[config.mk]
export PLATFORM = sky130hd
export DESIGN_NAME = onehot_ring_enc
export DESIGN_NICKNAME = d
export VERILOG_FILES = /design/src/rtl/onehot_ring_enc.sv
export SDC_FILE = /design/constraint.sdc
export NUM_CORES = 1
export LEC_CHECK = 0
export ABC_AREA = 1
export BUFFER_PORTS_ARGS = -buffer_cell sky130_fd_sc_hd__buf_2
export CAP_MARGIN = 20
export CORE_MARGIN = 2
export CORE_UTILIZATION = 38
export CTS_CLUSTER_SIZE = 12
export DETAILED_ROUTE_END_ITERATION = 10
export PLACE_DENSITY = 0.65
export SLEW_MARGIN = 20
export SYNTH_ARGS = -nofsm -noshare
export SYNTH_HDL_FRONTEND = slang
export SYNTH_SLANG_ARGS = --single-unit
export TNS_END_PERCENT = 50
[constraint.sdc]
create_clock -name CLK -period 1.1 [get_ports CLK]
set_clock_uncertainty 0.1 [all_clocks]
set_input_delay 0.055 -clock CLK [delete_from_list [all_inputs] [get_ports CLK]]
set_output_delay 0.055 -clock CLK [all_outputs]
set_load 0.01 [all_outputs]
[src/rtl/onehot_ring_enc.sv]
// Parametrised one-hot ring counter with built-in binary encoder.
// Supports up/down stepping, synchronous index load, a wrap pulse and a sticky illegal-load flag.
module onehot_ring_enc #(
  parameter  int unsigned N         = 16,
  parameter  int unsigned RESET_IDX = 0,
  localparam int unsigned W         = $clog2(N)
) (
  input  logic         CLK,
  input  logic         RST_N,
  input  logic         EN,
  input  logic         DIR,
  input  logic         LOAD,
  input  logic [W-1:0] LOAD_IDX,
  output logic [0:N-1] Q,
  output logic [W-1:0] C,
  output logic         WRAP,
  output logic         ERR
);

  // Stage 0 sits in the leftmost bit, so shifting right walks toward higher stage indices.
  localparam logic [0:N-1] Q_TOP = {1'b1, {(N-1){1'b0}}};
  localparam logic [0:N-1] Q_RST = Q_TOP >> RESET_IDX;
  localparam logic [W:0]   N_EXT = (W+1)'(N);

  logic [0:N-1] q;
  logic [0:N-1] q_nxt;
  logic         wrap_q;
  logic         wrap_nxt;
  logic         err_q;
  logic         err_nxt;
  logic         load_ok;
  logic [0:N-1] load_vec;
  logic [0:N-1] q_up;
  logic [0:N-1] q_dn;

  assign load_ok  = ({1'b0, LOAD_IDX} < N_EXT);
  assign load_vec = Q_TOP >> LOAD_IDX;
  assign q_up     = {q[N-1], q[0:N-2]};
  assign q_dn     = {q[1:N-1], q[0]};

  // Next-state selection: load beats enable; an out-of-range load only flags.
  always_comb begin
    q_nxt    = q;
    wrap_nxt = 1'b0;
    err_nxt  = err_q;
    if (LOAD) begin
      if (load_ok) begin
        q_nxt   = load_vec;
        err_nxt = 1'b0;
      end else begin
        err_nxt = 1'b1;
      end
    end else if (EN) begin
      if (!DIR) begin
        q_nxt    = q_up;
        wrap_nxt = q[N-1];
      end else begin
        q_nxt    = q_dn;
        wrap_nxt = q[0];
      end
    end
  end

  always_ff @(posedge CLK or negedge RST_N) begin
    if (!RST_N) begin
      q      <= Q_RST;
      wrap_q <= 1'b0;
      err_q  <= 1'b0;
    end else begin
      q      <= q_nxt;
      wrap_q <= wrap_nxt;
      err_q  <= err_nxt;
    end
  end

  // OR-coder: each hot stage contributes its own index; one-hot Q leaves exactly one term.
  logic [W-1:0] enc_acc [N+1];
  assign enc_acc[0] = '0;
  for (genvar i = 0; i < N; i++) begin : g_enc
    assign enc_acc[i+1] = enc_acc[i] | (q[i] ? W'(i) : '0);
  end

  assign Q    = q;
  assign C    = enc_acc[N];
  assign WRAP = wrap_q;
  assign ERR  = err_q;

endmodule
Word-level counts from Yosys, hierarchy flattened

Index checks and enable logic that the tools add are counted.

Bits in registers: 17
Bits of input ports: 9
Output and inout port bits: 22
Logic and storage cells: 39

Shift operators: 1
Muxes and demuxes: 21
Bitwise operators: 14
Reductions and logical operators: 1

Operators by type and width:

| kind                                                                 | number |
|---|---|
| 16-bit 2-to-1 mux                                                    | 3 |
| 4-bit 2-to-1 mux                                                     | 8 |
| 4-bit bitwise OR                                                     | 7 |
| 16-bit by 4-bit right shift with 16-bit output, first input constant | 1 |
| 3-bit 2-to-1 mux                                                     | 4 |
| 3-bit bitwise OR                                                     | 3 |
| 1-bit 2-to-1 mux                                                     | 4 |
| 2-bit 2-to-1 mux                                                     | 2 |
| 3-bit by 4-bit bitwise OR with 4-bit output                          | 1 |
| 2-bit by 3-bit bitwise OR with 3-bit output                          | 1 |
| 1-bit by 2-bit bitwise OR with 2-bit output                          | 1 |
| 2-bit bitwise OR                                                     | 1 |
| 2-bit nonzero test                                                   | 1 |

Logic depth before layout (Yosys ltp)

Gate-level depths: netlist (run 1).

Depth after elaboration: 15
Gate-level depth with buffers: 8
Mapped depth without buffers: 7

Worst setup path before layout (run 1)

OpenSTA, ideal clock, no wires.

Path type: register -> register
From: register q (netlist bit Q[0])
To: register q (netlist bit Q[15])
Setup time: 65 ps
Data arrival time: 841 ps
Required time: 935 ps
Setup slack: 94 ps
Cell stages (with the launch flop): 7
Buffers on the path: 0
Clock period less this slack: 1006 ps
Path through: dfstp_2 nand2_1 nand2_1 nand2_1 nand2_1 nand2_1 nand2_1

Longest elaborated chain between the ends: 3

RTL lines:

| element                  | RTL line | RTL |
|---|---|---|
| start: declaration       | 25       | `logic [0:N-1] q;` |
| start signal: assignment | 70       | `q <= q_nxt;` |
| 16-bit 2-to-1 mux        | 54       | `if (!DIR) begin` |
| 16-bit 2-to-1 mux        | 53       | `end else if (EN) begin` |
| 16-bit 2-to-1 mux        | 46       | `if (LOAD) begin` |

No other way between the ends. The select of a mux whose other input is x is not followed.
A chain may end at the register's enable or synchronous reset.

Worst setup path in the final report (run 1)

From: register q (netlist bit Q[7])
To: output port C[1]

Longest elaborated chain between the ends: 10

RTL lines:

| element                                     | RTL line | RTL |
|---|---|---|
| 3-bit 2-to-1 mux                            | 80       | `assign enc_acc[i+1] = enc_acc[i] \| (q[i] ? W'(i) : '0);` |
| 3-bit bitwise OR                            | 80       |  |
| 3-bit by 4-bit bitwise OR with 4-bit output | 80       |  |
| 4-bit bitwise OR (7 in series)              | 80       |  |
| end: declaration                            | 15       | `output logic [W-1:0] C,` |

No other way between the ends.

==> reports/metrics.yaml, run 1 <==
synthArstFlopShare: 1.00
status: "finished with violations"
netlist_area_um2: 1280
netlist_top_cells_count: "nand2_1, nand3_1, inv_1"
drtIter0Drc: 84
drt-pass1-iter-count: 4
insertion_delay_ps: 310
drcViolationCount: 0
ys_seq_elements: 17
rsz0062_at_grt: "true"
whs_ps: 4.97
synth.distinct_cells: 18
criticalPathCategory: "reg -> out"
cts_sinks: 17
grt_pass1_vias: 1251
maxSlewViolCount: 0
via_per_inst: 4.82
htree_levels: 1
power_density_nw_per_um2: 1070
synth-main-ff-cell: "dfrtp_1"
endpoint_kind: "output port"
hpwl_um: 2560
post-route-cell-area_um2: 1780
floorplan.die.height_um: 62.1
avgSynthCellArea_um2: 6.32
final_cells: 293
cts_buffers: 3
synth.largest_area_cell: "nand2_1"
nets: 257
drive_gt1_frac: 0.372
synth_most_common_cell: "nand2_1"
vias: 1411
ioPinCount: 31
syn_inst: 203
multiInputGateArea_um2: 776
fin_crit_ps: 1450
ir_drop_mv: 0.473
dpl_cell_area_um2: 1480
hold_viol_final: 0
overflow: 0
fp.dieW_um: 62.1
crit_chain: "nor4_4, nand2_1, buf_2"
drt-total-wl_um: 3740
row_count: 21
die_area_um2: 3860
grt_pass1_wl_um: 5870
dp_cells: 278
ys_seq_area_frac: 0.333
p_leak_uw: 0.00102
fillers: 330
area.sequential_um2: 433
io_buffers: 29
n_antenna_cell: 0
root_buffer: "clkbuf_4"
post_drt_wl_per_cell_um: 12.8
grt_max_degree: 19
clk_pin_slew_ps: 120
synth_top_area_share: 0.322
hp-class: "in -> reg"
worst_slack_ps: -352
path_max_fanout: 5
synthToLayoutAreaGrowth_pct: 39.0
setup_viol: 13
synth-edff-count: 0
start_util: 0.390
drv_cap: 0
antenna_found_initial: 0
crit_arrival_ps: 1300
critPathRequiredTime_ps: 940
failed_checks: "negative setup slack"
cts_tree: "yes"
cp_top_family: "flip-flops"
cp_slowest_cell: "dfrtp_2"
synth_warnings: 0
core_area_um2: 3280
start_kind: "flop"
fin_crit_sh: 1.32
ant_nets: 0
crit_buf_inv: 1
fmax_mhz: 689
synth_fp_nets: 212
slowest_delay_ps: 470
place_congestion: 0.830
track_usage: 0.208
clock_path_buffers: 2
synthTopCellsByArea: "nand2_1, dfrtp_1, nand3_1"
-- sequential cells by signal (all words and copies together), names as in the netlist --
register  count
WRAP          1
Q            16
-- cell usage in the layout, fill, tap and decap left out, drive strengths merged --
| cell | netlist | routed |
|---|---|---|
| nand4 | 2 | 2 |
| clkinv | 0 | 1 |
| conb | 1 | 1 |
| clkbuf | 0 | 3 |
| buf | 8 | 46 |
| dfstp | 1 | 1 |
| inv | 23 | 23 |
| dlygate4sd3 | 0 | 2 |
| nor4 | 1 | 1 |
| nor2 | 10 | 10 |
| nand2 | 110 | 110 |
| nand3 | 27 | 27 |
| a21oi | 1 | 1 |
| nor3 | 3 | 3 |
| dfrtp | 16 | 16 |
-- stage by stage --
| step | setup TNS, ps | setup slack, ps | utilization | total power (µW) |
|---|---|---|---|---|
| 2_1_floorplan | 0 | 94.3 | - | 1100 |
| 3_3_place_gp | 0 | 7.71 | 0.451 | 1310 |
| 3_5_place_dp | 0 | 1.42 | 0.451 | 1320 |
| 4_1_cts | -1520 | -316 | 0.500 | 1780 |
| 5_1_grt | -3040 | -419 | 0.543 | 2030 |
| 6_report | -1910 | -352 | 0.543 | 1910 |
-- cell type report --
| cell class | instances | share of cell area |
|---|---|---|
| repair buffers | 48 | 0.220 |
| flip-flops and latches | 17 | 0.243 |
| clock inverters | 1 | 0.00281 |
| inverters | 23 | 0.0540 |
| clock buffers | 3 | 0.0126 |
| well taps | 46 | 0.0323 |
| multi-input cells | 155 | 0.435 |
-- cells by family after synthesis --
kind of cell           after synthesis  synth area share
AOI/OAI and AO/OA                    1           0.00390
buffers and inverters               31             0.132
DFF                                 17             0.333
other                                1           0.00292
and+or+nand+nor                    153             0.529
-- worst paths after layout --
kind | from | end | slack (ps) | cells after the start
worst max-delay path | Q[7] | C[1] | -350 | 3
worst min-delay path | DIR | WRAP | 5 | 3
worst max register to register | Q[11] | Q[10] | -130 | 9
worst min register to register | Q[0] | Q[0] | 410 | 2
max in group asynchronous | RST_N | Q[0] | 490 | 2
min in group asynchronous | RST_N | Q[4] | 90 | 2
-- routing by layer --
metal	vias up	part of all wire	wire, µm	GRT usage
met5	-	0	0	0
met3	5	0.043	161	0.0269
met2	39	0.50	1860	0.341
met1	660	0.45	1670	0.278
met4	0	0.012	44	0.0790
li1	707	-	-	-
-- power breakdown --
| part | switching [µW] | internal (µW) | leakage (µW) |
|---|---|---|---|
| registers | 83.1 | 688 | 0.000214 |
| logic | 409 | 344 | 0.000785 |
| clock network | 250 | 136 | 0.0000177 |
-- what timing repair did --
action / CTS / global route
endpoints found under the setup margin: 9 / 30
pin swaps: 6 / 13
buffers inserted: 4 / 8
hold buffers: 2 / 0
hold endpoints to repair: 18 / 0
gates resized for setup: 25 / 30
-- worst reg2reg max path, stage by stage, from the launching register on --
cell	delay [ps]
dfrtp_1	390
inv_2	60
buf_6	110
buf_6	100
buf_6	110
nand2_2	50
nand3_2	50
nand2_1	90
nand2_1	50
nand2_1	70
No activity file was read; power rests on OpenSTA's default activity.
==> run 2: changes to the inputs <==
Clock period 1.1 ns to 1.4 ns, I/O delays scaled along.
==> reports/metrics.yaml, run 2 (synthesized netlist as in run 1, its figures left out) <==
synthToLayoutAreaGrowth_pct: 20.7  # was 39.0%
root_buffer: "clkbuf_4"  # unchanged
n_antenna_cell: 0  # unchanged
grt_max_degree: 19  # unchanged
floorplan.die.height_um: 62.1  # unchanged
drt-pass1-iter-count: 4  # unchanged
cts_sinks: 17  # unchanged
status: "finished with violations"  # unchanged
power_density_nw_per_um2: 862  # was 1070 nW/µm²
fmax_mhz: 696
cts_buffers: 3  # unchanged
cts_tree: "yes"  # unchanged
grt_pass1_wl_um: 5520  # was 5870 µm
vias: 1343  # was 1411
area.sequential_um2: 428  # was 433 µm²
largest_reg_flops: 16  # unchanged
drv_cap: 0  # unchanged
seqPwrFrac: 0.444  # was 0.404
path_max_fanout: 5  # unchanged
antenna_found_initial: 0  # unchanged
drive_gt1_frac: 0.261  # was 0.372
drtIter0Drc: 65  # was 84
failed_checks: "negative setup slack"  # unchanged
track_usage: 0.198  # was 0.208
start_kind: "flop"  # unchanged
ant_nets: 0  # unchanged
place_congestion: 0.851  # was 0.830
r2r_setup_slack_ps: 270  # was -130 ps
row_count: 21  # unchanged
setup_viol: 3  # was 13
critPathRequiredTime_ps: 1230  # was 940 ps
final_common_cell: "nand2_1"  # unchanged
p_clk_frac: 0.213  # was 0.202
rsz0062_at_grt: "true"  # unchanged
drt-total-wl_um: 3400  # was 3740 µm
grt_pass1_vias: 1172  # was 1251
crit_arrival_ps: 1270  # was 1300 ps
fillers: 362  # was 330
io_buffers: 29  # unchanged
ioPinCount: 31  # unchanged
p_leak_uw: 0.000929  # was 0.00102 µW
core_area_um2: 3280  # unchanged
dpl_cell_area_um2: 1420  # was 1480 µm²
p_int_uw: 826  # was 1170 µW
p_comb_frac: 0.342  # was 0.394
die_area_um2: 3860  # unchanged
hp-class: "in -> reg"  # unchanged
nets: 248  # was 257
maxSlewViolCount: 0  # unchanged
fin_crit_ps: 1440
fp.dieW_um: 62.1  # unchanged
drcViolationCount: 0  # unchanged
netSwitchingPower_uw: 508  # was 742 µW
via_per_inst: 4.73  # was 4.82
post_drt_wl_per_cell_um: 12.0  # was 12.8 µm
hold_viol_final: 0  # unchanged
endpoint_kind: "output port"  # unchanged
most-common-layout-cells: "nand2_1, buf_2, nand3_1"  # was nand2_1, buf_2, nand3_1, buf_6, inv_1
worst_slack_ps: -37.4  # was -352 ps
criticalPathCategory: "reg -> out"  # unchanged
hpwl_um: 2440  # was 2560 µm
start_util: 0.390  # unchanged
overflow: 0  # unchanged
tns_ps: -75.3  # was -1910 ps
fin_crit_sh: 1.03
clock_path_buffers: 2  # unchanged
swShare: 0.381  # was 0.389
clk_pin_slew_ps: 120  # about the same
multiInputGateArea_um2: 714  # was 776 µm²
post-route-cell-area_um2: 1550  # was 1780 µm²
ir_drop_mv: 0.516  # was 0.473 mV
insertion_delay_ps: 310  # about the same
htree_levels: 1  # unchanged
## run 2: changes by cell type in the layout (fill, tap and decap cells not counted), moves of 3 or more
cell | previous run | this run
nand2_1 | 102 | 108
buf_6 | 18 | 0
dfrtp_2 | 5 | 1
nand2_2 | 6 | 2
inv_2 | 7 | 4
inv_1 | 12 | 16
dfrtp_1 | 11 | 15
buf_2 | 21 | 29
## run 2: worst paths after layout
path | cells past startpoint | from | endpoint
min in group asynchronous | 2 | RST_N | Q[2]
setup reg to reg | 8 | Q[15] | Q[0]
setup / recovery | 3 | Q[7] | C[1]
max in group asynchronous | 2 | RST_N | Q[0]
hold reg to reg | 2 | Q[0] | Q[0]
hold / removal | 5 | LOAD_IDX[2] | Q[5]
## run 2: what timing repair did
item,in CTS,in global routing
buffers inserted,6,0
pin swaps,0,0
endpoints found under the setup margin,4,4
hold buffers,3,0
resized for setup,3,7
endpoints found under the hold margin,26,0
## run 2: metal layers
| metal | wire [µm] | track usage |
|---|---|---|
| met1 | 1530 | 0.263 |
| met2 | 1690 | 0.324 |
| met5 | 0 | 0 |
| met4 | 25 | 0.0547 |
| met3 | 156 | 0.0435 |
## run 2: cell type report
type / count / share of cell area
inverters: 23 / 0.0606
flip-flops and latches: 17 / 0.276
multi-input cells: 155 / 0.462
clock buffers: 4 / 0.0170
repair buffers: 39 / 0.147
well taps: 46 / 0.0372
## run 2: power groups by stage
stage                     Sequential, µW  Combinational (µW)  Clock [µW]
after floorplan                      610                 256           0
after global placement               597                 403           0
after detailed placement             598                 403           0
after CTS                            586                 444         290
after global routing                 601                 517         311
final                                593                 457         284
## run 2: critical path, cell delays in order, from the launching register on
cell and delay [ps]:
dfrtp_2 470, nor4_4 280, nand2_1 70, buf_2 140
## run 2: metrics by stage
step	hold slack (ps)	total power, µW	worst slack (ps)	util	cells
after CTS	58.4	1320	-30.5	0.465	284
final	55.0	1330	-37.4	0.471	284
after global routing	94.0	1430	-113	0.471	284
after floorplan	-326	867	385	-	203
after global placement	-78.0	1000	290	0.432	271
after detailed placement	-77.6	1000	268	0.432	271
==> run 3: changes to the inputs <==
Settings changed: PLACE_DENSITY 0.65 to unset.
==> reports/metrics.yaml, run 3 (synthesized netlist as in run 1, its figures left out) <==
status: "completed"  # was finished with violations
cts_tree: "yes"  # unchanged
netSwitchingPower_uw: 492  # was 508 µW
most-common-layout-cells: "nand2_1, buf_2, nand3_1"  # unchanged
setup_viol: 0  # was 3
p_leak_uw: 0.000948  # was 0.000929 µW
area.sequential_um2: 429  # was 428 µm²
ir_drop_mv: 0.376  # was 0.516 mV
post-route-cell-area_um2: 1590  # was 1550 µm²
fp.dieW_um: 62.1  # unchanged
start_util: 0.390  # unchanged
hpwl_um: 2450  # was 2440 µm
drv_cap: 0  # unchanged
fin_crit_sh: 0.992  # was 1.03
ioPinCount: 31  # unchanged
floorplan.die.height_um: 62.1  # unchanged
drcViolationCount: 0  # unchanged
fmax_mhz: 720  # was 696 MHz
power_uw: 1340  # was 1330 µW
p_clk_frac: 0.199  # was 0.213
ant_nets: 0  # unchanged
root_buffer: "clkbuf_4"  # unchanged
cp_slowest_cell: "dfrtp_1"  # was dfrtp_2
post_drt_wl_per_cell_um: 11.5  # was 12.0 µm
fillers: 351  # was 362
die_area_um2: 3860  # unchanged
grt_pass1_wl_um: 5460  # was 5520 µm
path_max_fanout: 3  # was 5
clock_path_buffers: 2  # unchanged
hp-class: "in -> reg"  # unchanged
dpl_cell_area_um2: 1430  # was 1420 µm²
antenna_found_initial: 0  # unchanged
start_kind: "flop"  # unchanged
largest_reg_flops: 16  # unchanged
drt-total-wl_um: 3290  # was 3400 µm
cts_sinks: 17  # unchanged
track_usage: 0.192  # was 0.198
criticalPathCategory: "reg -> out"  # unchanged
maxSlewViolCount: 0  # unchanged
place_congestion: 0.844  # was 0.851
tns_ps: 0  # was -75.3 ps
cts_buffers: 3  # unchanged
via_per_inst: 4.65  # was 4.73
drt-pass1-iter-count: 4  # unchanged
htree_levels: 1  # unchanged
power_density_nw_per_um2: 840  # was 862 nW/µm²
drtIter0Drc: 65  # unchanged
final_cells: 287  # was 284
n_antenna_cell: 0  # unchanged
seqPwrFrac: 0.443  # was 0.444
cp_top_family: "flip-flops"  # unchanged
crit_chain: "nor4_2, nand2_1, buf_2"  # was nor4_4, nand2_1, buf_2
crit_arrival_ps: 1220  # was 1270 ps
swShare: 0.368  # was 0.381
fin_crit_ps: 1390  # was 1440 ps
overflow: 0  # unchanged
slowest_delay_ps: 420  # was 470 ps
vias: 1334  # was 1343
p_int_uw: 844  # was 826 µW
row_count: 21  # unchanged
dp_cells: 272  # was 271
crit_buf_inv: 1  # unchanged
grt_max_degree: 19  # unchanged
insertion_delay_ps: 290  # was 310 ps
clk_pin_slew_ps: 90  # was 120 ps
fin_util: 0.484  # was 0.471
drive_gt1_frac: 0.299  # was 0.261
rsz0062_at_grt: "true"  # unchanged
io_buffers: 29  # unchanged
endpoint_kind: "output port"  # unchanged
final_common_cell: "nand2_1"  # unchanged
nets: 251  # was 248
multiInputGateArea_um2: 732  # was 714 µm²
core_area_um2: 3280  # unchanged
synthToLayoutAreaGrowth_pct: 24.0  # was 20.7%
p_comb_frac: 0.358  # was 0.342
grt_pass1_vias: 1241  # was 1172
hold_viol_final: 0  # unchanged
critPathRequiredTime_ps: 1230  # about the same
[run 3: layout make-up]
class	count	share of cell area
Clock buffer	4	0.0165
Inverter	23	0.0590
Tap cell	46	0.0362
Sequential cell	17	0.270
Multi-Input combinational cell	155	0.460
Timing Repair Buffer	42	0.158
[run 3: final timing paths]
path | startpoint | endpoint | slack (ps) | cells after the start
setup / recovery | Q[7] | C[1] | 10 | 3
hold / removal | LOAD | Q[13] | 50 | 4
setup reg to reg | Q[7] | Q[6] | 280 | 7
hold reg to reg | Q[0] | Q[0] | 390 | 2
max in group asynchronous | RST_N | Q[0] | 770 | 2
min in group asynchronous | RST_N | WRAP | 120 | 2
[run 3: power groups by stage]
stage | logic [µW] | clock network, µW | registers, µW
3_3_place_gp | 406 | 0 | 596
2_1_floorplan | 256 | 0 | 610
6_report | 478 | 265 | 593
3_5_place_dp | 406 | 0 | 598
5_1_grt | 547 | 308 | 600
4_1_cts | 467 | 284 | 585
[run 3: worst register-to-register path: stages (launching register included)]
cell and delay, ps:
dfrtp_1 420, buf_4 150, inv_1 80, nand2_1 50
nand3_1 70, nand2_1 50, nand2_1 50, nand2_1 40
[run 3: routing by layer]
layer / up-vias / routed length, µm / track usage
li1: 696 / - / -
met1: 604 / 1580 / 0.262
met2: 32 / 1530 / 0.308
met3: 2 / 156 / 0.0455
met4: 0 / 23 / 0.0426
met5: - / 0 / 0
[run 3: timing repair]
item / 4_1_cts / 5_1_grt
hold endpoints to repair: 25 / 0
setup buffers: 9 / 0
cloned: 0 / 0
gates resized for setup: 7 / 11
pin swaps: 0 / 3
endpoints found under the setup margin: 4 / 4
hold buffers: 2 / 0
[run 3: per-stage QoR]
step	setup slack, ps	hold slack, ps
after floorplan	385	-326
after global placement	268	-77.0
after detailed placement	259	-78.4
after CTS	-8.71	33.6
after global routing	-79.3	55.1
final	10.9	48.2
